[src/rtl/glb_if_pkg.sv]
`default_nettype none
// ============================================================================
// Module   : glb_if_pkg
// Purpose  : Shared widths, channel indices and FSM encoding for the GLB
//            fill/drain interface controllers.
// Revision : 1.0
// ============================================================================
package glb_if_pkg;

    localparam int DEF_DATA_WIDTH = 64;
    localparam int DEF_NUM_CH     = 3;
    localparam int DEF_ADDR_WIDTH = 20;
    localparam int DEF_LEN_WIDTH  = 16;

    localparam int CH_IFMAP  = 0;
    localparam int CH_FILTER = 1;
    localparam int CH_BIAS   = 2;

    typedef logic [1:0] state_t;

    localparam logic [1:0] ST_IDLE  = 2'd0;
    localparam logic [1:0] ST_XFER  = 2'd1;
    localparam logic [1:0] ST_FLUSH = 2'd2;

endpackage
`default_nettype wire

[src/rtl/glb_addr_gen.sv]
`default_nettype none
// ============================================================================
// Module   : glb_addr_gen
// Purpose  : Base/stride address accumulator; load captures base and stride,
//            step advances by stride with natural modulo-2^ADDR_WIDTH wrap.
// Revision : 1.0
// ============================================================================
module glb_addr_gen
    import glb_if_pkg::*;
#(
    parameter int ADDR_WIDTH = DEF_ADDR_WIDTH
) (
    input  logic                  rclk,
    input  logic                  rreset,
    input  logic                  i_load,
    input  logic [ADDR_WIDTH-1:0] i_base,
    input  logic [ADDR_WIDTH-1:0] i_stride,
    input  logic                  i_step,
    output logic [ADDR_WIDTH-1:0] o_addr
);

    logic [ADDR_WIDTH-1:0] r_addr;
    logic [ADDR_WIDTH-1:0] r_stride;

    always_ff @(posedge rclk or posedge rreset) begin
        if (rreset) begin
            r_addr   <= '0;
            r_stride <= '0;
        end else if (i_load) begin
            r_addr   <= i_base;
            r_stride <= i_stride;
        end else if (i_step) begin
            r_addr   <= r_addr + r_stride;
        end
    end

    assign o_addr = r_addr;

endmodule
`default_nettype wire

[src/rtl/glb_fill_dispatcher.sv]
`default_nettype none
// ============================================================================
// Module   : glb_fill_dispatcher
// Purpose  : Read-side controller of the DRAM-to-GLB FIFO; pops words and
//            steers them to one of NUM_CH GLB write ports with strided addressing.
// Revision : 1.0
// ============================================================================
module glb_fill_dispatcher
    import glb_if_pkg::*;
#(
    parameter int DATA_WIDTH = DEF_DATA_WIDTH,
    parameter int NUM_CH     = DEF_NUM_CH,
    parameter int ADDR_WIDTH = DEF_ADDR_WIDTH,
    parameter int LEN_WIDTH  = DEF_LEN_WIDTH,
    parameter int CH_W       = $clog2(NUM_CH)
) (
    input  logic                  rclk,
    input  logic                  rreset,
    input  logic                  cfg_start,
    input  logic [CH_W-1:0]       cfg_ch,
    input  logic [ADDR_WIDTH-1:0] cfg_base,
    input  logic [ADDR_WIDTH-1:0] cfg_stride,
    input  logic [LEN_WIDTH-1:0]  cfg_len,
    input  logic                  abort,
    input  logic                  fifo_rempty,
    input  logic [DATA_WIDTH-1:0] fifo_rdata,
    output logic                  fifo_rinc,
    input  logic [NUM_CH-1:0]     glb_ready,
    output logic [NUM_CH-1:0]     glb_wen,
    output logic [ADDR_WIDTH-1:0] glb_waddr,
    output logic [DATA_WIDTH-1:0] glb_wdata,
    output logic                  busy,
    output logic                  done,
    output logic                  err
);

    localparam logic [CH_W:0] C_NUM_CH = NUM_CH[CH_W:0];

    state_t                r_state;
    logic [CH_W-1:0]       r_ch;
    logic [LEN_WIDTH-1:0]  r_len;
    logic [LEN_WIDTH-1:0]  r_count;
    logic [NUM_CH-1:0]     r_wen;
    logic [ADDR_WIDTH-1:0] r_waddr;
    logic [DATA_WIDTH-1:0] r_wdata;
    logic                  r_err;

    logic                  w_ch_ok;
    logic                  w_start_ok;
    logic                  w_pop;
    logic                  w_last;
    logic [NUM_CH-1:0]     w_onehot;
    logic [ADDR_WIDTH-1:0] w_cur_addr;

    assign w_ch_ok    = {1'b0, cfg_ch} < C_NUM_CH;
    assign w_start_ok = cfg_start && w_ch_ok && (r_state == ST_IDLE);
    // abort suppresses the pop in the same cycle it is seen
    assign w_pop      = (r_state == ST_XFER) && !abort && !fifo_rempty && glb_ready[r_ch];
    assign w_last     = (r_count == r_len - LEN_WIDTH'(1));
    assign w_onehot   = {{(NUM_CH-1){1'b0}}, 1'b1} << r_ch;

    glb_addr_gen #(
        .ADDR_WIDTH (ADDR_WIDTH)
    ) u_addr_gen (
        .rclk     (rclk),
        .rreset   (rreset),
        .i_load   (w_start_ok),
        .i_base   (cfg_base),
        .i_stride (cfg_stride),
        .i_step   (w_pop),
        .o_addr   (w_cur_addr)
    );

    always_ff @(posedge rclk or posedge rreset) begin
        if (rreset) begin
            r_state <= ST_IDLE;
            r_ch    <= '0;
            r_len   <= '0;
            r_count <= '0;
            r_wen   <= '0;
            r_waddr <= '0;
            r_wdata <= '0;
            r_err   <= 1'b0;
        end else begin
            r_wen <= '0;
            if (cfg_start && !w_start_ok) begin
                r_err <= 1'b1;
            end
            case (r_state)
                ST_IDLE: begin
                    if (w_start_ok) begin
                        r_ch    <= cfg_ch;
                        r_len   <= cfg_len;
                        r_count <= '0;
                        r_state <= (cfg_len == '0) ? ST_FLUSH : ST_XFER;
                    end
                end
                ST_XFER: begin
                    if (abort) begin
                        r_state <= ST_FLUSH;
                    end else if (w_pop) begin
                        r_wen   <= w_onehot;
                        r_waddr <= w_cur_addr;
                        r_wdata <= fifo_rdata;
                        r_count <= r_count + LEN_WIDTH'(1);
                        if (w_last) begin
                            r_state <= ST_FLUSH;
                        end
                    end
                end
                ST_FLUSH: r_state <= ST_IDLE;
                default:  r_state <= ST_IDLE;
            endcase
        end
    end

    assign fifo_rinc = w_pop;
    assign glb_wen   = r_wen;
    assign glb_waddr = r_waddr;
    assign glb_wdata = r_wdata;
    assign busy      = (r_state != ST_IDLE);
    assign done      = (r_state == ST_FLUSH);
    assign err       = r_err;

endmodule
`default_nettype wire
[config.mk]
export PLATFORM = sky130hd
export DESIGN_NAME = glb_fill_dispatcher
export DESIGN_NICKNAME = d
export VERILOG_FILES = /design/src/rtl/glb_if_pkg.sv /design/src/rtl/glb_addr_gen.sv /design/src/rtl/glb_fill_dispatcher.sv
export SDC_FILE = /design/constraint.sdc
export NUM_CORES = 1
export LEC_CHECK = 0
export CORE_UTILIZATION = 45
export DETAILED_ROUTE_END_ITERATION = 10
export PLACE_DENSITY = 0.75
export SLEW_MARGIN = 20
export SYNTH_ARGS = -nofsm -noshare
export SYNTH_HDL_FRONTEND = slang
export SYNTH_SLANG_ARGS = --single-unit
[constraint.sdc]
create_clock -name rclk -period 7.4 [get_ports rclk]
set_clock_uncertainty 0.1 [all_clocks]
set_input_delay 1.48 -clock rclk [delete_from_list [all_inputs] [get_ports rclk]]
set_output_delay 1.48 -clock rclk [all_outputs]
set_load 0.05 [all_outputs]
==> impl_metrics.toml, run 1 <==
[sta]
period_needed_ns = 5.81
layout_setup_ws_ns = 1.59
relSlewSlack_pct = 38.8
rsz0062_at_grt = "no"
finalHoldViolCount = 0
clock.fmax_ghz = 0.172
final.period_utilization_pct = 78.6
fin_setup_tns_ns = 0
tightest_slew_ns = 0.918
slew_viol_final = 0
setup_viol = 0

[yosys]
synth_edf_count = 0
synthFlopType = "dfrtp_1"
synth-seq-cells = 164
yosysUniqueCellTypes = 67
syn_area_sq_mm = 0.00808
async_reset_ff_share_pct = 100
syn_nets = 1097
avgSynthCellArea_sq_um = 8.55
syn_inst = 945
yosysWarnings = 0
ys_seq_area_share_pct = 50.8

[min_path]
holdPathStages = 2
min_from = "glb_wdata[40]"
hold_end = "glb_wdata[40]"
worst_hold_path_type = "flip-flop to flip-flop"

[final_layout]
multi_input_area_sq_mm = 0.00376
num-nets-final = 1298
antenna_cells = 0
seq_area_sq_mm = 0.00410
nFillCells = 1502
fin_util_pct = 63.3
area_delta_synth_final_pct = 36.4
final_layout_size_suffix_gt1_share_pct = 4.57

[worst_setup_path]
cp-start-kind = "input port"
rrSetupSlack_ns = 4.04
arrival_ns = 4.23
worst_r2r_path_depth = 7
crit_required_ns = 5.82
critPathCaptureType = "output port"
reg2reg_from = "r_state[1]"
critPathMaxFanout = 44
worstSetupPathType = "input port to output port"
worstReg2RegEnd = "r_count[9]"

[routing]
drt-total-wl_mm = 20.8
via_per_inst = 5.16
first_pass_iters = 5
drtAntennaViolNets = 0
route.top_layer_used = "met4"
vias = 7140
met3_length_mm = 1.18
avgRoutedWirePerCell_um = 15.0
m1WireLength_mm = 9.41
initialDrtViolationCount = 388
met2_length_mm = 9.89
drc = 0

[power_and_ir_drop]
swShare_pct = 46.8
switching_power_mw = 2.49
sequentialPowerShare_pct = 29.5
vdd_drop_max_uv = 297
powerDensity_mw_per_mm2 = 483
combPwrFrac_pct = 54.3
cellInternalPower_mw = 2.83
clockPowerShare_pct = 16.1
total_leakage_power_nw = 5.22

[place]
portBuffers = 220
finalWeightedCongestion = 0.873
place_ws_ns = 1.59
hpwl_mm = 14.2

[floorplanning]
start_util_pct = 46.4
core_sq_mm = 0.0174
chipHeight_um = 136
dieArea_sq_mm = 0.0185
ios = 221
die_w_um = 136
fp-row-count = 48

[clock_tree]
clockRootBuffer = "clkbuf_16"
clockBufferDepth = 2
worstSkewPairLatency_ns = 0.42
cts_tree = "built"
cts_max_level = 4
hold_buffers = 0
post_cts_resize_count = 0
numCtsBuffers = 17
path_clk_slew_ns = 0.07
post_cts_buffers = 0
cts_sinks = 164

[global_route]
antenna_found_initial = 0
grt_pass1_wl_mm = 33.3
gr-usage-all-layers_pct = 22.9
gr-total-overflow = 0
grt_pass1_vias = 6683
grt_max_degree = 103

[run_status]
status = "finished clean"

[flow_run]
drv_cap = 0
[per-stage QoR]
step / cells / power (mW) / cell area (sq um) / hold slack [ns]
detailed placement: 1352 / 4.46 / 10500 / 0.360
global route: 1384 / 5.66 / 11000 / 0.394
CTS: 1384 / 5.34 / 11000 / 0.374
floorplan: 945 / 3.59 / 8080 / 0.347
global placement: 1352 / 4.41 / 10500 / 0.342
finish: 1384 / 5.32 / 11000 / 0.374
[worst max path at each step]
stage	start	slack [ns]	cells after the start	endpoint
final	abort	1.59	6	fifo_rinc
after global routing	abort	1.43	6	fifo_rinc
after CTS	abort	1.58	6	fifo_rinc
after detailed placement	abort	1.59	6	fifo_rinc
after global placement	abort	1.57	6	fifo_rinc
after floorplan	rreset	1.39	1	err
[cell families (layout without fill, tap and decap cells)]
| group | after synthesis | count (layout) | share of synthesized area (%) |
|---|---|---|---|
| flops | 164 | 164 | 50.8 |
| compound gates | 129 | 129 | 10.5 |
| simple gates | 531 | 531 | 27.9 |
| fa+ha+maj | 22 | 22 | 3.50 |
| buf+inv | 58 | 272 | 2.83 |
| xor+xnor | 37 | 37 | 4.01 |
| mux | 4 | 4 | 0.495 |
[critical path, stage by stage]
cell and delay, ns:
clkdlybuf4s50_1 0.39, or3b_2 0.48, nor2_1 0.25, nand2_4 0.34, clkinv_2 0.40, clkdlybuf4s50_1 0.87
[cell usage in the layout, fill, tap and decap left out, types with 4 or more instances in the layout]
| cell type | n |
|---|---|
| a211oi_1 | 5 |
| a21o_1 | 9 |
| a21oi_1 | 30 |
| a31oi_1 | 5 |
| and3_1 | 6 |
| buf_4 | 5 |
| clkbuf_16 | 17 |
| clkdlybuf4s50_1 | 220 |
| clkinv_2 | 4 |
| clkinv_4 | 4 |
| dfrtp_1 | 164 |
| ha_1 | 21 |
| inv_1 | 13 |
| mux2i_1 | 4 |
| nand2_1 | 401 |
| nand2b_1 | 8 |
| nand3_1 | 13 |
| nand4_1 | 7 |
| nor2_1 | 37 |
| nor2b_1 | 4 |
| nor3_1 | 7 |
| nor3b_1 | 4 |
| nor4_1 | 8 |
| o21ai_0 | 33 |
| o22ai_1 | 9 |
| or3_1 | 13 |
| xnor2_1 | 19 |
| xor2_1 | 18 |
[flip-flops by register name (all words and copies together) (netlist names)]
| signal | cells |
|---|---|
| glb_waddr | 20 |
| r_count | 16 |
| r_state | 2 |
| r_len | 16 |
| err | 1 |
| glb_wdata | 64 |
| glb_wen | 3 |
| u_addr_gen.o_addr | 20 |
| u_addr_gen.r_stride | 20 |
| r_ch | 2 |
[final cells by class]
class | count | area share (%)
Timing Repair Buffer | 225 | 20.3
Inverter | 15 | 0.568
Clock inverter | 10 | 0.885
Tap cell | 225 | 2.55
Clock buffer | 22 | 4.30
Multi-Input combinational cell | 723 | 34.1
Sequential cell | 164 | 37.2
[power by group through the flow]
stage	clock (mW)	combinational (mW)	sequential, mW
finish	0.859	2.89	1.57
global route	0.910	3.13	1.62
CTS	0.872	2.90	1.57
detailed placement	0	2.89	1.57
global placement	0	2.84	1.57
floorplan	0	1.29	2.30
[layer usage]
layer  global-route usage [%]  vias up
li1                         -     3551
met1                     30.7     3393
met2                     36.3      176
met3                     5.97       20
met4                     7.04        0
met5                        0        -
[synth_stat cells, drive strengths merged, types with 2 or more instances]
library cell  number  share of area, %
nand2            402                19
dfrtp            164                51
nor2              37               1.7
o21ai             33               2.0
a21oi             31               2.0
clkbuf            31               1.4
ha                21               3.3
xnor2             19               2.1
xor2              18               2.0
inv               15              0.70
nand3             14              0.87
or3               13               1.0
buf               12              0.70
nor4              10               1.0
a21o               9              0.84
o22ai              9              0.70
nand2b             8              0.62
nor3               8              0.56
and3               7              0.54
nand4              7              0.54
a211oi             5              0.46
a31oi              5              0.39
mux2i              4              0.50
nor2b              4              0.31
nor3b              4              0.37
or4                4              0.42
a21boi             3              0.28
o2111ai            3              0.33
o21a               3              0.28
o21bai             3              0.28
or2                3              0.23
a2111o             2              0.28
a211o              2              0.22
a311oi             2              0.22
nand3b             2              0.19
nor4b              2              0.22
o211ai             2              0.19
o221ai             2              0.22
or4b               2              0.25
No activity file was read; power rests on OpenSTA's default activity.
==> run 2, diff against run 1 <==
- clock period: 7.4 -> 6 ns (I/O delays scaled with it)
==> run 2 against run 1 <==
  * Combinational power grew 24%
  * Sequential power grew 24%
  * Sequential share of layout area hardly changed
  * Routed wire length up 0.49%
  * Worst hold slack got worse by 0.012 ns
  * Count of clock-buffer cells in the layout down 5
  * Final cell count is 0.14% higher
  * Sequential cell count unchanged
  * Via count rose by 0.34%
  * Register-to-register slack worse by 1.3 ns
  * Critical path depth unchanged
  * Largest cell class unchanged
  * Highest routed layer unchanged
==> impl_metrics.toml, run 2 (same netlist as run 1, synthesis figures left out) <==
[worst_setup_path]
crit_required_ns = 4.70
worstSetupPathType = "input port to output port"
critPathMaxFanout = 22
critPathCaptureType = "output port"
crit_start = "abort"
reg2reg_from = "r_state[1]"
cp-start-kind = "input port"
arrival_ns = 3.58

[clock_tree]
hold_buffers = 0
post_cts_resize_count = 0
numCtsBuffers = 17
cts_sinks = 164
clockRootBuffer = "clkbuf_16"
clockBufferDepth = 2
cts_max_level = 4
post_cts_buffers = 0
cts_tree = "built"
worstSkewPairLatency_ns = 0.42
path_clk_slew_ns = 0.07

[run_status]
status = "finished clean"

[sta]
setup_viol = 0
holdWs_ns = 0.362
relSlewSlack_pct = 42.2
clock.fmax_ghz = 0.205
final.period_utilization_pct = 81.3
slew_viol_final = 0
tightest_slew_ns = 0.867
rsz0062_at_grt = "no"
finalHoldViolCount = 0
layout_setup_ws_ns = 1.12
fin_setup_tns_ns = 0
period_needed_ns = 4.88

[routing]
initialDrtViolationCount = 513
drt-total-wl_mm = 20.9
via_per_inst = 5.17
vias = 7164
drc = 0
first_pass_iters = 5
drtAntennaViolNets = 0
avgRoutedWirePerCell_um = 15.1

[global_route]
gr-total-overflow = 0
grt_pass1_wl_mm = 33.6
gr-usage-all-layers_pct = 23.0
antenna_found_initial = 0
grt_max_degree = 83
grt_pass1_vias = 6760

[power_and_ir_drop]
vdd_drop_max_uv = 369
total_leakage_power_nw = 5.22
p_total_mw = 6.56
powerDensity_mw_per_mm2 = 595

[final_layout]
seq_area_sq_mm = 0.00410
final_common_cell = "nand2_1"
nFillCells = 1519
final_cell_mix = "401 x nand2_1, 220 x clkdlybuf4s50_1, 164 x dfrtp_1"
largest_reg_flops = 64
num-nets-final = 1300
area_delta_synth_final_pct = 36.5
antenna_cells = 0
fin_util_pct = 63.4
final_layout_size_suffix_gt1_share_pct = 4.91
multi_input_area_sq_mm = 0.00376

[place]
finalWeightedCongestion = 0.879
place_ws_ns = 1.13
portBuffers = 220
hpwl_mm = 14.6

[min_path]
worst_hold_path_type = "flip-flop to flip-flop"
min_from = "err"

[floorplanning]
core_sq_mm = 0.0174
ios = 221
die_w_um = 136
dieArea_sq_mm = 0.0185
chipHeight_um = 136
start_util_pct = 46.4
fp-row-count = 48

[flow_run]
drv_cap = 0
-- run 2: cell type report --
| class | count | share of cell area (%) |
|---|---|---|
| clock buffers | 17 | 3.85 |
| clock inverters | 15 | 1.30 |
| multi-input cells | 723 | 34.1 |
| repair buffers | 227 | 20.4 |
| well taps | 225 | 2.55 |
| inverters | 15 | 0.567 |
| flip-flops and latches | 164 | 37.2 |
-- run 2: layer usage --
metal | vias to the layer above | share of wire [%] | GRT usage (%) | routed length, um
li1 | 3554 | - | - | -
met1 | 3406 | 45 | 31.1 | 9320
met2 | 187 | 48 | 36.1 | 9970
met3 | 17 | 6.2 | 6.41 | 1300
met4 | 0 | 1.4 | 6.60 | 287
met5 | - | 0 | 0 | 0
-- run 2: final timing paths --
path                            endpoint  slack (ns)  depth (start not counted)
setup / recovery               fifo_rinc        1.12                          6
hold / removal                       err        0.36                          1
setup reg to reg              r_count[7]        2.76                          8
hold reg to reg                      err        0.36                          1
max in group asynchronous  glb_waddr[16]        3.61                          3
min in group asynchronous  glb_wdata[17]        1.13                          2
-- run 2: where the power goes --
part           switching, mW  total [mW]  leakage [nW]  internal, mW
logic                   2.26        3.57          2.87          1.30
registers              0.361        1.94          2.07          1.58
clock network          0.473        1.05         0.278         0.581
-- run 2: stage by stage --
stage	cell area, sq um	cells
6_report	11000	1386
5_1_grt	11000	1386
4_1_cts	11000	1386
3_5_place_dp	10500	1354
3_3_place_gp	10500	1354
2_1_floorplan	8080	945
-- run 2: critical path, cell delays in order --
cell	delay (ns)
clkdlybuf4s50_1	0.39
or3b_2	0.47
nor2_1	0.27
nand2_4	0.09
clkinv_2	0.27
clkdlybuf4s50_1	0.87
==> variant 1, RTL diff (settings of run 1) <==
`DEF_DATA_WIDTH`: 64 -> 32.
--- a/src/rtl/glb_if_pkg.sv
+++ b/src/rtl/glb_if_pkg.sv
@@ -7,7 +7,7 @@
 // ============================================================================
 package glb_if_pkg;
 
-    localparam int DEF_DATA_WIDTH = 64;
+    localparam int DEF_DATA_WIDTH = 32;
     localparam int DEF_NUM_CH     = 3;
     localparam int DEF_ADDR_WIDTH = 20;
     localparam int DEF_LEN_WIDTH  = 16;
Interface: changed (resized fifo_rdata and glb_wdata); port bits go from 221 to 157. The function was not compared with the original's and may differ.
==> variant 1 against run 1 <==
Routed wire length fell by 19%. Synthesized cell count down 20%. Power decreased by 20%. Largest power group unchanged. Final cell count shrank 20%. Area after synthesis down 17%. Sequential cell count is 32 lower. Die area fell by 17%. Critical path depth decreased by 1. Highest routed layer unchanged. Worst setup slack better by 0.22 ns. First-iteration DRC count is 1.5% higher. Sequential power is 20% lower. Design area shrank 18%.
==> variant 1: results (changes against run 1) <==
* Critical path arrival at 4.01 ns (was 4.23 ns)
* 1st-pass router iterations at 7 (was 5)
* Pre-CTS WS at 1.79 ns (was 1.59 ns)
* DP Cell Count at 1071 (was 1352)
* Rel. slew slack at 37.7% (was 38.8%)
* First-pass GRT wire length at 26900 um (was 33300 um)
* Netlist cell types at 61 (was 67)
* Final #Nets at 1026 (was 1298)
* Leak pwr at 4.20 nW (was 5.22 nW)
* Hold Path Depth at 1 (was 2)
* Number of global-route vias before repair at 5605 (was 6683)
* Worst vdd ir at 0.315 mV (was 0.297 mV)
* Via/cell ratio at 5.16 (about the same)
* Hpwl dp at 11400 um (was 14200 um)
* Initial DRC count at 394 (was 388)
* Hold path startpoint: err$_DFFE_PP0P_ (was glb_wdata[40]$_DFFE_PP0P_)
* RePlAce Congestion at 0.841 (was 0.873)
* R2r endpoint: u_addr_gen.o_addr[18]$_DFFE_PP0P_ (was r_count[9]$_DFFE_PP0P_)
* Share of cells above drive strength 1 at 5.99% (was 4.57%)
* WL met1 at 7490 um (was 9410 um)
* Top post-synthesis cells by area: dfrtp_1, nand2_1, ha_1 (unchanged)
* Switching pwr at 1.89 mW (was 2.49 mW)
* Status: finished, final reports clean (unchanged)
* Grt met1 use at 29.1% (was 30.7%)
* Max incr delay on CP at 0.80 ns (was 0.87 ns)
* Hold_ws at 0.361 ns (was 0.374 ns)
* R2r setup slk at 3.98 ns (was 4.04 ns)
==> variant 1: changes by cell type in the layout (fill, tap and decap cells not counted), moves of 6 or more <==
cell / delta
nand2_1: -116
clkdlybuf4s50_1: -64
dfrtp_1: -32
or3_1: -9
nor2_1: -8
xor2_1: +6
==> variant 1: kinds of logic after synthesis <==
kind of cell,Yosys count,share of synthesized area (%)
multiplexers,6,0.951
AO/OA/AOI/OAI,109,10.3
XOR/XNOR,48,6.27
adder cells (fa/ha/maj),22,4.22
buffers and inverters,47,2.95
AND/OR/NAND/NOR,394,26.1
flip-flops,132,49.2
==> variant 1: cell type report <==
| type | count | area, sq um |
|---|---|---|
| Clock inverter | 12 | 133 |
| Multi-Input combinational cell | 579 | 3210 |
| Inverter | 14 | 60.1 |
| Fill cell | 1265 | 5540 |
| Timing Repair Buffer | 162 | 1610 |
| Tap cell | 184 | 230 |
| Clock buffer | 19 | 443 |
| Sequential cell | 132 | 3300 |
==> variant 2, RTL diff (config.mk and constraints of run 1) <==
Made on the original files. Put one more register stage on the output `err`, cleared by the reset. The value now appears one clock later. The other outputs are not delayed to match.
--- a/src/rtl/glb_fill_dispatcher.sv
+++ b/src/rtl/glb_fill_dispatcher.sv
@@ -120,7 +120,13 @@
     assign glb_wdata = r_wdata;
     assign busy      = (r_state != ST_IDLE);
     assign done      = (r_state == ST_FLUSH);
-    assign err       = r_err;
+    always_ff @(posedge rclk or posedge rreset) begin
+        if (rreset) begin
+            err <= '0;
+        end else begin
+            err <= r_err;
+        end
+    end
 
 endmodule
 `default_nettype wire
Formal check against the unedited RTL: not equivalent (Yosys sat finds a counterexample within 4 cycles, from zero or initial values and one cycle with rreset high).
==> variant 2 against run 1 <==
Count of clock-buffer cells in the layout decreased by 4. Worst setup slack about the same. Sequential cell count increased by 1. Area after synthesis decreased by 2.1%. Power decreased by 7.5%. Routed wire length increased by 0.26%. Global-route usage increased by 1.1 points. Design area decreased by 1.3%. Largest power group unchanged.
==> variant 2: results (changes against run 1) <==
* Met3 usage at 8.03% (was 5.97%)
* Mapped Nets at 1051 (was 1097)
* Final wirelength at 20800 um (about the same)
* Synth cell count leaders: nand2_1, dfrtp_1, nor2_1 (unchanged)
* Hold path startpoint: r_err$_DFFE_PP0P_ (was glb_wdata[40]$_DFFE_PP0P_)
* Reg2reg path depth at 8 (was 7)
* Rel. slew slack at 37.1% (was 38.8%)
* Antenna violations before repair at 2 (was 0)
* 1st-pass router iterations at 4 (was 5)
* Hold Path Depth at 0 (was 2)
* Gr usage total at 24.0% (was 22.9%)
* Pre-CTS WS at 1.58 ns (was 1.59 ns)
* R2r setup slk at 3.66 ns (was 4.04 ns)
* First-pass GRT wire length at 34100 um (was 33300 um)
* PwrDens at 452 nW/um^2 (was 483 nW/um^2)
* P_comb at 2.52 mW (was 2.89 mW)
* # fillers at 1486 (was 1502)
* RePlAce Congestion at 0.812 (was 0.873)
* Hold_ws at 0.279 ns (was 0.374 ns)
* Final Total Pwr at 4.92 mW (was 5.32 mW)
* Mux contribution to synthesized area at 0.775% (was 0.495%)
* Leak pwr at 5.08 nW (was 5.22 nW)
* Pin count of the biggest net entering global routing at 100 (was 103)
* Hpwl dp at 14200 um (about the same)
* XOR/XNOR Fraction of Synth Area at 4.09% (was 4.01%)
* Final non-filler cell total at 1342 (was 1384)
* Seq/Total Area, Yosys at 52.2% (was 50.8%)
* Adder-Cell Fraction of Synth Area at 3.57% (was 3.50%)
* Final period utilization at 78.6% (about the same)
* CP max FO at 59 (was 44)
* Top post-synthesis cells by area: dfrtp_1, nand2_1, ha_1 (unchanged)
* Post-synthesis compound-gate area fraction at 9.47% (was 10.5%)
* Status: finished, final reports clean (unchanged)
* Worst vdd ir at 0.308 mV (was 0.297 mV)
* Worst hold path endpoint: err$_DFF_PP0_ (was glb_wdata[40]$_DFFE_PP0P_)
* Post-DP Area at 10300 sq um (was 10500 sq um)
* Grt met1 use at 30.3% (was 30.7%)
-- variant 2: cell types whose count changed after synthesis, moves of 5 or more --
cell             run 1  this run
or3_1               13         5
o21ai_0             33        23
nand4_1              7        12
inv_1               15         9
buf_2                3        11
nor2_1              37        32
nor2b_1              4        12
clkbuf_1            31        24
nand2_1            402       382
-- variant 2: final cells by class --
type                            instances  share of cell area, %
Multi-Input combinational cell        684                   33.0
Sequential cell                       165                   37.9
Antenna cell                            1                 0.0230
Clock inverter                         14                   1.40
Tap cell                              225                   2.59
Inverter                               10                  0.402
Timing Repair Buffer                  225                   20.6
Clock buffer                           18                   4.03
-- variant 2: critical path, delay by kind of cell --
| family | cells | cell delay (ns) |
|---|---|---|
| buffers and inverters | 3 | 1.70 |
| and+or+nand+nor | 2 | 1.02 |
-- variant 2: metal layers --
layer  wire, um  part of all wire (%)
met5          0                     0
met4        296                   1.4
met3       1540                   7.4
met2       9870                    47
met1       9120                    44
